$ cat src/rtl/ibex_pkg.sv
// Shared Ibex types used by the PMU counter-bank arbiter.
// Holds the PMC op encoding and the arbiter state encoding.
package ibex_pkg;

    typedef enum logic [1:0] {
        PMC_IDLE = 2'd0,
        PMC_REQ  = 2'd1,
        PMC_WFP  = 2'd2,
        PMC_WFO  = 2'd3
    } pmc_op_e;

    typedef enum logic {
        ARB_IDLE = 1'b0,
        ARB_BUSY = 1'b1
    } pmu_arb_state_e;

    // Wait-style ops keep being presented to the bank until the response arrives.
    function automatic logic pmc_op_is_wait(input pmc_op_e op);
        return (op == PMC_WFP) || (op == PMC_WFO);
    endfunction

endpackage

$ cat src/rtl/ibex_pmu_rr_next.sv
// Round-robin helper: finds the first enabled index after ptr, wrapping.
// Returns ptr itself when no index is enabled.
module ibex_pmu_rr_next #(
    parameter  int NUM_REQ = 4,
    localparam int IDX_W   = $clog2(NUM_REQ)
) (
    input  logic [NUM_REQ-1:0] mask,
    input  logic [IDX_W-1:0]   ptr,
    output logic [IDX_W-1:0]   next_idx,
    output logic               any_en
);

    logic [IDX_W-1:0] idx;

    // Scan from the farthest candidate down so the nearest enabled one wins.
    always_comb begin
        next_idx = ptr;
        idx      = '0;
        for (int k = NUM_REQ; k >= 1; k--) begin
            idx = IDX_W'((int'(ptr) + k) % NUM_REQ);
            if (mask[idx]) begin
                next_idx = idx;
            end
        end
    end

    assign any_en = |mask;

endmodule

$ cat src/rtl/ibex_pmu_counter_arb.sv
// Shares one PMU counter-bank port among NUM_REQ PMC requesters using a
// round-robin token; the port is held by the owner until its response returns.
module ibex_pmu_counter_arb
    import ibex_pkg::*;
#(
    parameter  int NUM_REQ = 4,
    localparam int IDX_W   = $clog2(NUM_REQ)
) (
    input  logic                     clk_i,
    input  logic                     rst_ni,
    input  logic [NUM_REQ-1:0]       req_en_i,
    input  pmc_op_e                  req_op_i [NUM_REQ],
    input  logic [NUM_REQ-1:0][31:0] req_addr_i,
    input  logic [NUM_REQ-1:0]       req_we_i,
    input  logic [NUM_REQ-1:0][31:0] req_wdata_i,
    output logic [NUM_REQ-1:0]       req_gnt_o,
    output logic [NUM_REQ-1:0]       req_rvalid_o,
    output logic [NUM_REQ-1:0]       req_err_o,
    output logic [31:0]              req_rdata_o,
    output pmc_op_e                  pmu_op_o,
    input  logic                     pmu_gnt_i,
    input  logic                     pmu_rvalid_i,
    input  logic                     pmu_err_i,
    output logic [31:0]              pmu_addr_o,
    output logic                     pmu_we_o,
    output logic [31:0]              pmu_wdata_o,
    input  logic [31:0]              pmu_rdata_i,
    output logic                     busy_o,
    output logic [IDX_W-1:0]         owner_o,
    output logic                     proto_err_o
);

    pmu_arb_state_e   state_q, state_d;
    logic [IDX_W-1:0] ptr_q, ptr_d;
    logic [IDX_W-1:0] owner_q, owner_d;
    pmc_op_e          op_q, op_d;

    logic [IDX_W-1:0] next_ptr;
    logic             any_en;
    logic             offer;
    logic             accept;

    ibex_pmu_rr_next #(
        .NUM_REQ (NUM_REQ)
    ) u_rr_next (
        .mask     (req_en_i),
        .ptr      (ptr_q),
        .next_idx (next_ptr),
        .any_en   (any_en)
    );

    // The token offer depends only on bank readiness and the enable mask, never
    // on req_op_i, so requesters may derive their op from gnt without a loop.
    assign offer  = (state_q == ARB_IDLE) && pmu_gnt_i && req_en_i[ptr_q];
    assign accept = offer && (req_op_i[ptr_q] != PMC_IDLE);

    always_ff @(posedge clk_i or negedge rst_ni) begin
        if (!rst_ni) begin
            state_q <= ARB_IDLE;
            ptr_q   <= '0;
            owner_q <= '0;
            op_q    <= PMC_IDLE;
        end else begin
            state_q <= state_d;
            ptr_q   <= ptr_d;
            owner_q <= owner_d;
            op_q    <= op_d;
        end
    end

    always_comb begin
        state_d = state_q;
        ptr_d   = ptr_q;
        owner_d = owner_q;
        op_d    = op_q;
        case (state_q)
            ARB_IDLE: begin
                // The token moves on whenever the bank is ready, whether taken or not.
                if (pmu_gnt_i && any_en) begin
                    ptr_d = next_ptr;
                end
                if (accept) begin
                    owner_d = ptr_q;
                    op_d    = req_op_i[ptr_q];
                    state_d = ARB_BUSY;
                end
            end
            ARB_BUSY: begin
                if (pmu_rvalid_i) begin
                    state_d = ARB_IDLE;
                end
            end
        endcase
    end

    always_comb begin
        req_gnt_o    = '0;
        req_rvalid_o = '0;
        req_err_o    = '0;
        pmu_op_o     = PMC_IDLE;
        pmu_addr_o   = '0;
        pmu_we_o     = 1'b0;
        pmu_wdata_o  = '0;
        proto_err_o  = 1'b0;
        if (rst_ni) begin
            case (state_q)
                ARB_IDLE: begin
                    // A response with no owner is dropped and flagged.
                    proto_err_o = pmu_rvalid_i;
                    if (offer) begin
                        req_gnt_o[ptr_q] = 1'b1;
                        pmu_op_o         = req_op_i[ptr_q];
                        pmu_addr_o       = req_addr_i[ptr_q];
                        pmu_we_o         = req_we_i[ptr_q];
                        pmu_wdata_o      = req_wdata_i[ptr_q];
                    end
                end
                ARB_BUSY: begin
                    pmu_addr_o  = req_addr_i[owner_q];
                    pmu_we_o    = req_we_i[owner_q];
                    pmu_wdata_o = req_wdata_i[owner_q];
                    if (pmu_rvalid_i) begin
                        req_rvalid_o[owner_q] = 1'b1;
                        req_err_o[owner_q]    = pmu_err_i;
                    end else if (pmc_op_is_wait(op_q)) begin
                        pmu_op_o = op_q;
                    end
                end
            endcase
        end
    end

    assign req_rdata_o = rst_ni ? pmu_rdata_i : '0;
    assign busy_o      = rst_ni && (state_q == ARB_BUSY);
    assign owner_o     = rst_ni ? owner_q : '0;

endmodule

$ cat config.mk
export PLATFORM = sky130hd
export DESIGN_NAME = ibex_pmu_counter_arb
export DESIGN_NICKNAME = d
export VERILOG_FILES = /design/src/rtl/ibex_pkg.sv /design/src/rtl/ibex_pmu_rr_next.sv /design/src/rtl/ibex_pmu_counter_arb.sv
export SDC_FILE = /design/constraint.sdc
export NUM_CORES = 1
export LEC_CHECK = 0
export BUFFER_PORTS_ARGS = -buffer_cell sky130_fd_sc_hd__buf_2
export CAP_MARGIN = 20
export CORE_AREA = 2 2 163 165
export DETAILED_ROUTE_END_ITERATION = 6
export DIE_AREA = 0 0 165 167
export GPL_ROUTABILITY_DRIVEN = 0
export PLACE_DENSITY_LB_ADDON = 0.1
export SYNTH_ARGS = -nofsm -noshare
export SYNTH_HDL_FRONTEND = slang
export SYNTH_SLANG_ARGS = --single-unit
$ cat constraint.sdc
create_clock -name clk_i -period 2.1 [get_ports clk_i]
set_input_delay 0.105 -clock clk_i [delete_from_list [all_inputs] [get_ports clk_i]]
set_output_delay 0.105 -clock clk_i [all_outputs]
set_load 0.005 [all_outputs]
# --- Yosys cells after proc, flatten, opt, wreduce, memory -nomap -nowiden ---
# Cells that the tools add are included.
classes:
  n_mul: 0
  mux: 63
  addsub: 4
  shift: 0
  n_reduce_logical: 13
  n_div: 0
  n_lt_le_gt_ge: 9
  n_eq_ne: 2
  bitwise_logic: 3
op_table:
  columns: ["op", "count"]
  rows:
  - ["$mux 32", 9]
  - ["$bmux 32 s2", 4]
  - ["$pmux 32 s2", 2]
  - ["$mux 4", 9]
  - ["$mux 2", 11]
  - ["$lt 2x3->1 const B", 6]
  - ["$mux 1", 15]
  - ["$bmux 1 s2", 7]
  - ["$logic_and 1x1->1", 7]
  - ["$add 2x1->2 const B", 2]
  - ["$add 2x2->2 const B", 2]
  - ["$and 4x4->4", 1]
  - ["$bmux 2 s2", 1]
  - ["$demux 1 s2", 2]
  - ["$eq 2x2->1 const B", 2]
  - ["$ge 2x1->1 const B", 2]
  - ["$pmux 1 s2", 2]
  - ["$pmux 2 s2", 1]
  - ["$reduce_bool 4->1", 1]
  - ["$reduce_or 4->1", 1]
  - ["$ge 3x3->1 const B", 1]
  - ["$not 2->3", 1]
  - ["$reduce_and 3->1", 1]
  - ["$reduce_and 2->1", 1]
  - ["3 further kinds", 3]
totals:
  elab_cells: 98
  n_memories: 0
  latch_bits: 0
  input_bits: 309
  regBits: 7
  romBits: 0
  mem_bits_rw: 0
  output_inout_bits: 115

# --- Logic depth before layout (Yosys ltp) ---
logic_depth:
  depth_word: 8
  ltp_mapped: 9
  ltp_nobuf: 6

# --- Cells and area by module ---
# From an unflattened synthesis, not the netlist that was laid out.
hier_totals:
  hier_cells: 492
  hier_area_um2: 5215.0
by_module_without_submodules:
  columns: ["module", "instances", "seq_area_each_um2", "area_per_inst_um2", "cells_each"]
  rows:
  - ["ibex_pmu_counter_arb", 1, 175.2, 5128.7, 480]
  - ["ibex_pmu_rr_next", 1, 0.0, 86.3, 12]

# --- Worst setup path before layout ---
# No wires, ideal clock.
synth_path:
  kind: "reg-to-reg"
  from: "register ptr_q[1]"
  to: "register ptr_q[0]"
  n_path_buf: 3
  path_stages_with_launch: 9
  synth_period_minus_slack_ps: 1893
  slack_ps: 207
  t_arrival_ps: 1815
  setup_time_ps: 78
  required_time_ps: 2022
  path_cell_list: "dfrtp_1 > buf_4 > buf_4 > buf_2 > inv_1 > ha_1 > a2111oi_0 > nor3_1 > o2bb2ai_1"
synth_via:
  elab_chain_cells: 6
  elab_cells_between_ends: 17
  cone_classes: "4 x add/sub; 11 x mux; 2 x reduce/logical"
synth_rtl:
  columns: ["element", "line_no", "rtl"]
  rows:
  - ["from (decl)", "ibex_pmu_counter_arb.sv:34", "logic [IDX_W-1:0] ptr_q, ptr_d;"]
  - ["from (signal assigned)", "ibex_pmu_counter_arb.sv:65", "ptr_q <= ptr_d;"]
  - ["$add 2x2->2", "ibex_pmu_rr_next.sv:20", "idx = IDX_W'((int'(ptr) + k) % NUM_REQ);"]
  - ["$bmux 1 s2", "ibex_pmu_rr_next.sv:21", "if (mask[idx]) begin"]
  - ["$mux 1 (not written as such)", "ibex_pmu_rr_next.sv:21", null]
  - ["$mux 2 (3 in series)", "ibex_pmu_rr_next.sv:21", null]
# Several ways; a longest one is shown, not always the timed one. The select of a mux whose other input is x is not followed.
# A chain may end at the register's enable or synchronous reset.

# --- Final worst setup path ---
layout_path:
  from: "register ptr_q[1]"
  to: "output pmu_wdata_o[30]"
layout_via:
  elab_chain_cells: 6
  elab_cells_between_ends: 8
  cone_classes: "7 x mux; 1 x reduce/logical"
layout_rtl:
  columns: ["element", "line_no", "rtl"]
  rows:
  - ["$bmux 1 s2", "ibex_pmu_counter_arb.sv:54", "assign offer = (state_q == ARB_IDLE) && pmu_gnt_i && req_en_i[ptr_q];"]
  - ["$mux 1 (not written as such)", "ibex_pmu_counter_arb.sv:54", null]
  - ["$logic_and 1x1->1", "ibex_pmu_counter_arb.sv:54", null]
  - ["$mux 32 (*)", "ibex_pmu_counter_arb.sv:110", "if (offer) begin"]
  - ["$pmux 32 s2 (*)", "ibex_pmu_counter_arb.sv:106", "case (state_q)"]
  - ["$mux 32 (*)", "ibex_pmu_counter_arb.sv:105", "if (rst_ni) begin"]
  - ["to (decl)", "ibex_pmu_counter_arb.sv:26", "output logic [31:0] pmu_wdata_o,"]
# Mark *: on every way between the ends. The rest lies on a longest branch, timed or not. The select of a mux whose other input is x is not followed.

==> results <==
- The flow ran to the end, but the final reports show violations.
- The checks that failed: negative setup slack.
- The slack of the worst reg-to-reg path is 60 ps.
- The reg-to-reg startpoint is ptr_q[1]$_DFFE_PN0P_.
- Adding up every negative setup slack in the final design gives -2.85 ps.
- In this run, flip-flops and latches consume 4.7% of the power.
- The number of failing hold endpoints at the final stage is 0.
- The core footprint is 25800 sq um.
- Setup repair after global routing could not meet its margin everywhere.
- The number of max-cap violations is 0.
- The total number of vias is 5841.
- For this design, the slowest cell found on the critical path is sky130_fd_sc_hd__dfrtp_4.
- Measured along the x axis, the die boundary spans 165 microns.
- Power spread over the standard cell area amounts to 1070 nW/um^2.
- TritonCTS created 3 clock buffers.
- The largest stage delay on the critical path is 530 ps.
- The cell count after synthesis is 433.
- For the worst flop-to-flop path, the logic depth is 9.
- The cell area after layout is 8150 sq um.
- For the worst setup path, the data required time is 2000 ps.
- Detailed placement finished with a half-perimeter wire length of 17800 microns.
- Yosys printed 0 warnings.
- Measured along the y axis, the die boundary spans 167 microns.
- Cells with a size suffix above 1 make up 74.3% of the layout.
- The worst path arrival time is 2000 ps.
- The clock network fraction of design power is 3.7%.
- The hold-critical path endpoint is state_q$_DFF_PN0_.
- The via count of the first global-routing pass came to 5911.
- In this run the cell area measured after placement is 7570 sq um.
- STA classifies the critical path startpoint as a register.
- In this run the static leakage power is 3.60 nW.
- The count of pins on the block boundary is 424.
- In the final design database the tool counted 1152 nets.
- For this run the aggregate overflow at the end of global routing stands at 0.
- The kind of capture point of the worst setup path is an output port.
- Including well taps, the total number of placed cells is 1151.
- The fraction of power spent switching nets is 42.3%.
- The non-filler instance count after layout is 1175.
- The number of setup violations in the final report is 1.
- The per-cell via count in the routed design is 4.97.
- The library cell used most frequently in the layout, excluding fill and tap cells, is sky130_fd_sc_hd__buf_2.
- The post-detailed-route wirelength per cell is 20.4 microns.
- The startpoint of the worst hold path is pmu_rvalid_i.
- The iteration-0 DRC count of the detailed router is 284.
- Sequential elements use 3.48% of the synthesized area.
- The clock reaches the later pin of the worst-skew pair after 230 ps.
- CTS built an H-tree with a depth of 1.
- The number of cells on the worst hold path is 2.
- The peak ir drop on the vdd network is 0.000591 V.
- The root buffer cell chosen for the clock tree is sky130_fd_sc_hd__clkbuf_16.
- The path type of the worst min-delay path is in2reg.
- The library cells used most frequently in the layout, excluding fill and tap cells, are sky130_fd_sc_hd__buf_2, sky130_fd_sc_hd__mux4_2, sky130_fd_sc_hd__nor2b_1.
- The headroom to the max-slew limit is 68.3%.
- The area of the mapped netlist is 5030 sq um.
- The top fanout value on the critical path is 29.
- From synthesis to final layout, the design area changed by 62.0%.
- The initial antenna violation count is 2.
- The cell-internal power is 5.04 mW.
- The wire length of the first global-routing pass is 34500 microns.
- Subtracting the final worst setup slack from the clock period gives 2100 ps.
- The final period utilization is 100%.
- The number of port buffers is 423.
- The first detailed-routing pass ran for 4 iterations.
- The total count of max-transition violations in the final report is 0.
- For this run, the total global-route usage over all layers was measured as 16.1%.
- Once routing completed, OpenROAD measured the worst setup slack at -2.85 ps.
- The standard-cell row count is 59.
- Before CTS, the worst setup slack after placement is 154 ps.
- The remaining routing DRC violations is 0.
- The synthesized area per cell is 11.6 sq um.
- At the pin with the least slew margin, the transition time is 475 ps.
- The classification of the worst setup path is reg2out.
- The buffer levels on the longest clock path is 2.
- The number of different library cells used by synthesis comes to 36.
- Summed over all nets, the switching power comes to 3.70 mW.
- The critical register-to-register path endpoint is owner_q[0]$_DFFE_PN0P_.
- The clock-pin slew on the worst setup and hold paths is 40 ps.
- The register bit count reported by yosys is 7.
- The number of nets in the synthesized netlist is 746.
- Of the total power, combinational logic draws 91.6%.
- The die footprint is 27600 sq um.
- The routed wire length is 23900 microns.
- Entering global routing, the biggest net connects 69 pins.
- The critical path goes through nand2b_4, o21ai_4, a211oi_4, buf_12, buf_12, a22oi_1, nor2b_1, buf_2.
- For this run, the top clock speed supported by timing is 0.476 GHz.
- By instance count, the cell type seen most on the critical path is sky130_fd_sc_hd__buf_12.
- TritonCTS built the clock tree.
- The count of nets left with antenna violations after detail routing is 0.
- Across the routed clock network, the largest skew measured is 1.72 ps.
- For this configuration, the core starts out at a cell density of 19.5%.
- For this design, the sink count on the clock tree is 7.
==> worst max-delay path by stage <==
stage / startpoint / to / slack (ps) / depth (start not counted)
final: ptr_q[1]$_DFFE_PN0P_ / pmu_wdata_o[30] / -3 / 8
after global routing: ptr_q[1]$_DFFE_PN0P_ / pmu_addr_o[5] / -90 / 9
after CTS: ptr_q[0]$_DFFE_PN0P_ / pmu_addr_o[20] / -30 / 7
after detailed placement: ptr_q[1]$_DFFE_PN0P_ / pmu_addr_o[29] / 150 / 8
after global placement: ptr_q[1]$_DFFE_PN0P_ / pmu_addr_o[0] / 150 / 8
after floorplan: ptr_q[1]$_DFFE_PN0P_ / ptr_q[0]$_DFFE_PN0P_ / 210 / 8
==> synthesized netlist by cell type <==
cell	count	area, sq um
sky130_fd_sc_hd__clkbuf_1	30	113
sky130_fd_sc_hd__nor4_1	1	6.26
sky130_fd_sc_hd__dfrtp_1	7	175
sky130_fd_sc_hd__nand2_1	6	22.5
sky130_fd_sc_hd__a211oi_2	1	12.5
sky130_fd_sc_hd__o2bb2ai_1	1	8.76
sky130_fd_sc_hd__and3_1	5	31.3
sky130_fd_sc_hd__nand2b_1	4	25.0
sky130_fd_sc_hd__nor2_1	10	37.5
sky130_fd_sc_hd__buf_6	6	67.6
sky130_fd_sc_hd__nor3_1	5	25.0
sky130_fd_sc_hd__a22o_1	2	17.5
sky130_fd_sc_hd__o21ai_0	1	5.00
sky130_fd_sc_hd__nor2b_1	67	419
sky130_fd_sc_hd__o21ai_1	1	5.00
sky130_fd_sc_hd__a21oi_1	3	15.0
sky130_fd_sc_hd__mux2_1	2	22.5
sky130_fd_sc_hd__buf_2	20	100
sky130_fd_sc_hd__a22oi_1	65	488
sky130_fd_sc_hd__ha_1	4	50.1
sky130_fd_sc_hd__nand3_1	1	5.00
sky130_fd_sc_hd__a32oi_1	1	8.76
sky130_fd_sc_hd__o22ai_1	1	6.26
sky130_fd_sc_hd__nor3_2	1	10.0
sky130_fd_sc_hd__mux2_2	2	22.5
sky130_fd_sc_hd__and2_1	35	219
sky130_fd_sc_hd__mux4_2	132	2970
sky130_fd_sc_hd__inv_1	3	11.3
sky130_fd_sc_hd__o21ai_2	1	8.76
sky130_fd_sc_hd__buf_4	6	45.0
sky130_fd_sc_hd__a2111oi_0	1	8.76
sky130_fd_sc_hd__nand4b_1	1	8.76
sky130_fd_sc_hd__a211oi_1	1	7.51
sky130_fd_sc_hd__a21boi_0	3	22.5
sky130_fd_sc_hd__mux2i_1	2	20.0
sky130_fd_sc_hd__nand3b_1	1	7.51
==> final cells by class <==
cell class	count	area, sq um
multi-input cells	361	4630
inverters	3	11.3
repair buffers	463	2810
flip-flops and latches	7	189
fillers	2741	17600
clock buffers	4	78.8
well taps	335	419
diodes	2	5.00
==> power by group through the flow <==
| stage | Combinational, mW | Clock [mW] | Sequential [mW] |
|---|---|---|---|
| after floorplan | 5.23 | 0 | 0.233 |
| final | 8.00 | 0.321 | 0.414 |
| after detailed placement | 7.11 | 0 | 0.404 |
| after global placement | 7.19 | 0 | 0.402 |
| after global routing | 8.66 | 0.339 | 0.429 |
| after CTS | 7.66 | 0.327 | 0.410 |
==> stage by stage <==
step,power [mW],hold slack (ps),utilization (%)
3_3_place_gp,7.59,211,29.4
4_1_cts,8.40,227,30.6
5_1_grt,9.43,274,31.6
2_1_floorplan,5.46,-191,-
3_5_place_dp,7.52,216,29.4
6_report,8.74,218,31.6
==> metal layers <==
metal,vias to the layer above,share of wire (%),routed length (microns),GRT usage (%)
met5,-,0,0,0
met4,0,0.71,169,1.85
met3,12,5.8,1400,1.54
met2,234,54,12900,30.7
met1,2964,39,9440,20.1
li1,2631,-,-,-
==> state kept, by name (all words and copies together), names as in the netlist <==
register	count
owner_q	2
op_q	2
ptr_q	2
state_q	1
==> what timing repair did <==
action / CTS / global route
resized for setup: 9 / 29
endpoints found under the hold margin: 6 / 0
gates cloned: 4 / 3
pin swaps: 1 / 11
hold buffers: 1 / 0
setup buffers: 5 / 5
setup endpoints to repair: 45 / 74
==> critical path: cells and delay by family, from the launching register on <==
kind,cells,cell delay [ps]
DFF,1,530
AOI/OAI and AO/OA,3,470
and+or+nand+nor,2,270
buffers and inverters,3,490
==> cells by family (layout without fill, tap and decap cells) <==
| kind of cell | Yosys count | in the layout | share of synthesized area [%] |
|---|---|---|---|
| DFF | 7 | 7 | 3.48 |
| and+or+nand+nor | 137 | 137 | 16.2 |
| muxes | 138 | 138 | 60.4 |
| buffers and inverters | 65 | 470 | 6.69 |
| adders and majority gates | 4 | 4 | 0.995 |
| AOI/OAI and AO/OA | 82 | 82 | 12.2 |
| other | 0 | 2 | 0 |
Power figures use the tool's default switching activity.
